--- src/rtl/vga_sync_decoder.sv ---
// vga_sync_decoder: recovers pixel coordinates and display-enable from incoming VGA
// sync/rgb, checks the timing against the nominal mode and reports lock, errors and frame starts.
module vga_sync_decoder #(
    parameter int H_VIS       = 800,
    parameter int H_FP        = 56,
    parameter int H_SYNC      = 120,
    parameter int H_TOTAL     = 1040,
    parameter int V_VIS       = 600,
    parameter int V_FP        = 37,
    parameter int V_SYNC      = 6,
    parameter int V_TOTAL     = 666,
    parameter bit SYNC_POL    = 1'b1,
    parameter int LOCK_FRAMES = 2
) (
    input  logic        clk,
    input  logic        reset,
    input  logic        hsync_in,
    input  logic        vsync_in,
    input  logic [7:0]  rgb_in,
    output logic [10:0] x,
    output logic [10:0] y,
    output logic        de,
    output logic [7:0]  rgb_out,
    output logic        frame_start,
    output logic        locked,
    output logic        sync_err,
    output logic [15:0] err_count
);
    typedef enum logic [1:0] {SEARCH, TRACK, LOCKED} state_t;

    localparam int TW = $clog2(2 * H_TOTAL);
    localparam int GW = $clog2(LOCK_FRAMES + 1);
    localparam logic [10:0] H_RLD  = 11'(H_VIS + H_FP);
    localparam logic [10:0] V_RLD  = 11'(V_VIS + V_FP);
    localparam logic [10:0] H_LAST = 11'(H_TOTAL - 1);
    localparam logic [10:0] V_LAST = 11'(V_TOTAL - 1);
    localparam logic [10:0] H_VIS_W = 11'(H_VIS);
    localparam logic [10:0] V_VIS_W = 11'(V_VIS);
    localparam logic [TW-1:0] TMR_MAX = TW'(2 * H_TOTAL - 1);
    localparam logic [GW-1:0] GOOD_LOCK = GW'(LOCK_FRAMES);

    if (H_VIS + H_FP + H_SYNC > H_TOTAL || V_VIS + V_FP + V_SYNC > V_TOTAL) begin : g_bad_timing
        $error("sync pulse does not fit inside the line or frame");
    end

    state_t          state, state_d;
    logic [GW-1:0]   good, good_d;
    logic [TW-1:0]   tmr;
    logic            hs_s1, vs_s1, hs_p, vs_p;
    logic [7:0]      rgb_s1;
    logic [10:0]     hp_n, vp_n, hp_d, vp_d;
    logic            h_edge, v_edge, h_wrap, tout, miss, count_err, lock_d, de_d;

    // x/y are the position counters themselves; hp_n/vp_n are the free-running prediction
    always_comb begin
        h_edge    = hs_s1 & ~hs_p;
        v_edge    = vs_s1 & ~vs_p;
        h_wrap    = x == H_LAST;
        hp_n      = h_wrap ? '0 : x + 11'd1;
        vp_n      = !h_wrap ? y : (y == V_LAST ? '0 : y + 11'd1);
        tout      = !h_edge && tmr == TMR_MAX;
        miss      = (h_edge && hp_n != H_RLD) || (v_edge && vp_n != V_RLD) || tout;
        hp_d      = h_edge ? H_RLD : hp_n;
        vp_d      = v_edge ? V_RLD : vp_n;
        count_err = miss && state != SEARCH;
        state_d   = state;
        good_d    = good;
        case (state)
            SEARCH: if (v_edge) begin
                state_d = TRACK;
                good_d  = '0;
            end
            TRACK: if (miss) state_d = SEARCH;
            else if (v_edge) begin
                good_d  = good + 1'b1;
                state_d = (good_d >= GOOD_LOCK) ? LOCKED : TRACK;
            end
            LOCKED: if (miss) state_d = SEARCH;
            default: state_d = SEARCH;
        endcase
        lock_d = state_d == LOCKED;
        de_d   = lock_d && hp_d < H_VIS_W && vp_d < V_VIS_W;
    end

    always_ff @(posedge clk or negedge reset) begin
        if (!reset) begin
            state       <= SEARCH;
            good        <= '0;
            tmr         <= '0;
            hs_s1       <= 1'b0;
            vs_s1       <= 1'b0;
            hs_p        <= 1'b0;
            vs_p        <= 1'b0;
            rgb_s1      <= '0;
            x           <= '0;
            y           <= '0;
            de          <= 1'b0;
            rgb_out     <= '0;
            frame_start <= 1'b0;
            locked      <= 1'b0;
            sync_err    <= 1'b0;
            err_count   <= '0;
        end else begin
            hs_s1       <= hsync_in ^ ~SYNC_POL;
            vs_s1       <= vsync_in ^ ~SYNC_POL;
            hs_p        <= hs_s1;
            vs_p        <= vs_s1;
            rgb_s1      <= rgb_in;
            state       <= state_d;
            good        <= good_d;
            tmr         <= (h_edge || tout) ? '0 : tmr + 1'b1;
            x           <= hp_d;
            y           <= vp_d;
            locked      <= lock_d;
            de          <= de_d;
            rgb_out     <= de_d ? rgb_s1 : '0;
            frame_start <= lock_d && hp_d == '0 && vp_d == '0;
            sync_err    <= count_err;
            if (count_err && err_count != '1) err_count <= err_count + 1'b1;
        end
    end
endmodule
--- config.mk ---
export PLATFORM = sky130hd
export DESIGN_NAME = vga_sync_decoder
export DESIGN_NICKNAME = d
export VERILOG_FILES = /design/src/rtl/vga_sync_decoder.sv
export SDC_FILE = /design/constraint.sdc
export NUM_CORES = 1
export LEC_CHECK = 0
export BUFFER_PORTS_ARGS = -buffer_cell sky130_fd_sc_hd__buf_2
export CORE_MARGIN = 4
export CORE_UTILIZATION = 40
export DETAILED_ROUTE_END_ITERATION = 8
export GPL_TIMING_DRIVEN = 0
export PLACE_DENSITY_LB_ADDON = 0.1
export SKIP_CTS_REPAIR_TIMING = 1
export SYNTH_ARGS = -nofsm -noshare
export SYNTH_HDL_FRONTEND = slang
export SYNTH_SLANG_ARGS = --single-unit
--- constraint.sdc ---
create_clock -name clk -period 2.8 [get_ports clk]
set_input_delay 0.14 -clock clk [delete_from_list [all_inputs] [get_ports clk]]
set_output_delay 0.14 -clock clk [all_outputs]
set_load 0.03 [all_outputs]
==> impl_metrics.toml <==
[status]
status = "finished with violations"
violations = "setup timing"

[final_layout]
n_antenna_cell = 0
layout.nets = 512
synthToLayoutAreaGrowth_pct = 29.5
final_common_cell = "dfrtp_1"
fin_util = 0.541
drive_gt1_frac = 0.303
final_cell_mix = "dfrtp_1 (74), buf_2 (63), nor2_1 (38)"

[worst_setup_path]
critPathMaxFanout = 7
required_ns = 3.09
critPathKind = "flop to flop"
r2r_setup_slack_ns = -0.07
arrival_ns = 3.15
end_kind = "flop"
worst_setup_path_start_kind = "flop"

[die]
rows = 35
core-area_sq_um = 9370
dieWidth_um = 107
die_h_um = 107
boundaryPins = 62
fp.dieArea_sq_um = 11400
initial_core_util = 0.418

[clock_tree]
cts_sinks = 78
htreeDepth = 3
clk_pin_slew_ns = 0.08
cts_buffer_depth = 2
numCtsBuffers = 9
worstSkewPairLatency_ns = 0.34
cts_tree = "built"
cts-root-buf = "clkbuf_8"

[sta]
max_slew_margin = 0.619
fin_skew_ns = 0.0108
setup_slack_ns = -0.0656
max_slew.worst_pin.slew_ns = 0.571
rsz0062_at_grt = "yes"
hold_viol = 0
slew_violations = 0
period_minus_slack_ns = 2.87
final.period_utilization = 1.02
fmax_ghz = 0.349
setup_viol = 10
setup-tns-final_ns = -0.423

[synth]
ys_warn_count = 0
syn_area_per_cell_sq_um = 10.2
synth_edf_count = 0
async_flop_share = 1.00
yosys_register_bits = 78
ys_types = 54
syn-num-nets = 403
ys.flop_type = "dfrtp_1"
netlist_area_sq_um = 3920
synthCells = 386
ys_seq_area_frac = 0.498

[global_route]
grt_remaining_overflow = 0
grt_pass1_vias = 3031
antenna_found_initial = 0
grt_pass1_wl_um = 14900
grt_use_total = 0.160
grt_max_degree = 65

[min_path]
hold_path_class = "input port to async pin"

[detailed_routing]
dr.first_iter.drc_count = 133
ant_nets = 0
via_count = 3254
vias_per_cell = 5.18
wl_um = 9260
drtPass1Iterations = 4
drt-wirelength-per-cell_um = 14.7
drc = 0

[pwr]
powerDensity_nw_per_um2 = 581
p_leak_uw = 0.00234
p_total_uw = 2950
peakVddDrop_uv = 457

[placed_design]
routabilityCongestion = 0.827
dpl.hpwl_um = 6220
port_buffers = 61

[job]
maxCapViolCount = 0
==> flip-flops by register name, summed over array words and instances, names as in the netlist, 2 cells and up <==
signal / cells
err_count: 16
rgb_s1: 8
rgb_out: 8
y: 11
good: 2
state: 2
x: 11
tmr: 12
==> synthesized netlist by cell type, drive strengths merged (2+ instances only) <==
master,number,area (sq um)
o21ai,9,45.0
o31ai,3,22.5
and2,12,75.1
nor3b,4,30.0
nand3,20,100
xnor2,25,219
o22ai,2,12.5
clkbuf,7,26.3
mux2,3,33.8
xor2,11,96.3
a22o,2,17.5
nor4b,5,58.8
a311o,3,30.0
a211oi,4,40.0
nor2,39,146
a22oi,3,22.5
a211o,3,26.3
or3,3,18.8
buf,10,71.3
nand4,14,109
inv,11,41.3
nor4,4,25.0
nor2b,2,12.5
nor3,9,67.6
a21oi,8,40.0
nand2b,2,12.5
o21a,5,37.5
nand2,37,139
a31oi,5,31.3
ha,5,62.6
and3,15,93.8
o31a,2,17.5
o21bai,2,15.0
and4,7,61.3
dfrtp,78,1950
==> cell type report <==
class | instances | area (sq um)
multi-input cells | 280 | 1960
flip-flops and latches | 78 | 1960
clock inverters | 4 | 47.5
repair buffers | 102 | 679
well taps | 129 | 161
clock buffers | 11 | 141
plain buffers | 13 | 86.3
inverters | 11 | 41.3
fillers | 897 | 4300
==> where the power goes <==
group	internal, uW	switching (uW)	leakage (uW)
Clock	429	400	0.0000952
Sequential	1250	117	0.000976
Combinational	305	449	0.00126
==> through the flow <==
step                hold WS [ns]  instance area (sq um)  instances  setup WS [ns]
global route               0.209                   5070        628         -0.254
finish                     0.197                   5070        628        -0.0656
global placement           0.247                   4400        576         -0.473
floorplan                 -0.156                   3940        386         0.0268
detailed placement        0.0212                   4430        577         -0.455
CTS                       -0.360                   4620        592         -0.495
==> per-layer routing <==
layer | track usage | vias to the layer above | wire, um
met5 | 0 | - | 0
met4 | 0.0612 | 0 | 112
met3 | 0.0337 | 9 | 418
met2 | 0.242 | 83 | 4410
met1 | 0.225 | 1574 | 4320
li1 | - | 1588 | -
==> final timing paths <==
check                      cells after the start             from                  endpoint
max in group asynchronous                      3            reset  err_count[2]$_DFFE_PN0P_
hold / removal                                 2            reset            x[7]$_DFF_PN0_
hold reg to reg                                0  vs_s1$_DFF_PN0_            vs_p$_DFF_PN0_
setup / recovery                              10   x[9]$_DFF_PN0_      rgb_out[0]$_DFF_PN0_
setup reg to reg                              10   x[9]$_DFF_PN0_      rgb_out[0]$_DFF_PN0_
min in group clk                               0  vs_s1$_DFF_PN0_            vs_p$_DFF_PN0_
==> worst max-delay path: stages, from the launching register on <==
cell and delay (ns):
dfrtp_2 0.47, nor3_4 0.36, and3_4 0.27, buf_6 0.13, mux2i_1 0.22, o2111a_1 0.26
nand4_4 0.16, a211oi_4 0.31, nor4b_4 0.30, buf_4 0.20, and2_4 0.13
==> cell families (layout without fill, tap and decap cells) <==
kind of cell               count (synthesis)  in the layout  share of synthesized area
xor gates and xnor gates                  36             36                     0.0805
AOI/OAI and AO/OA                         57             57                      0.105
muxes                                      4              4                     0.0112
DFF                                       78             78                      0.498
adders and majority gates                  5              5                     0.0160
and+or+nand+nor                          178            178                      0.254
buffers and inverters                     28            141                     0.0354
Power figures use the tool's default switching activity.
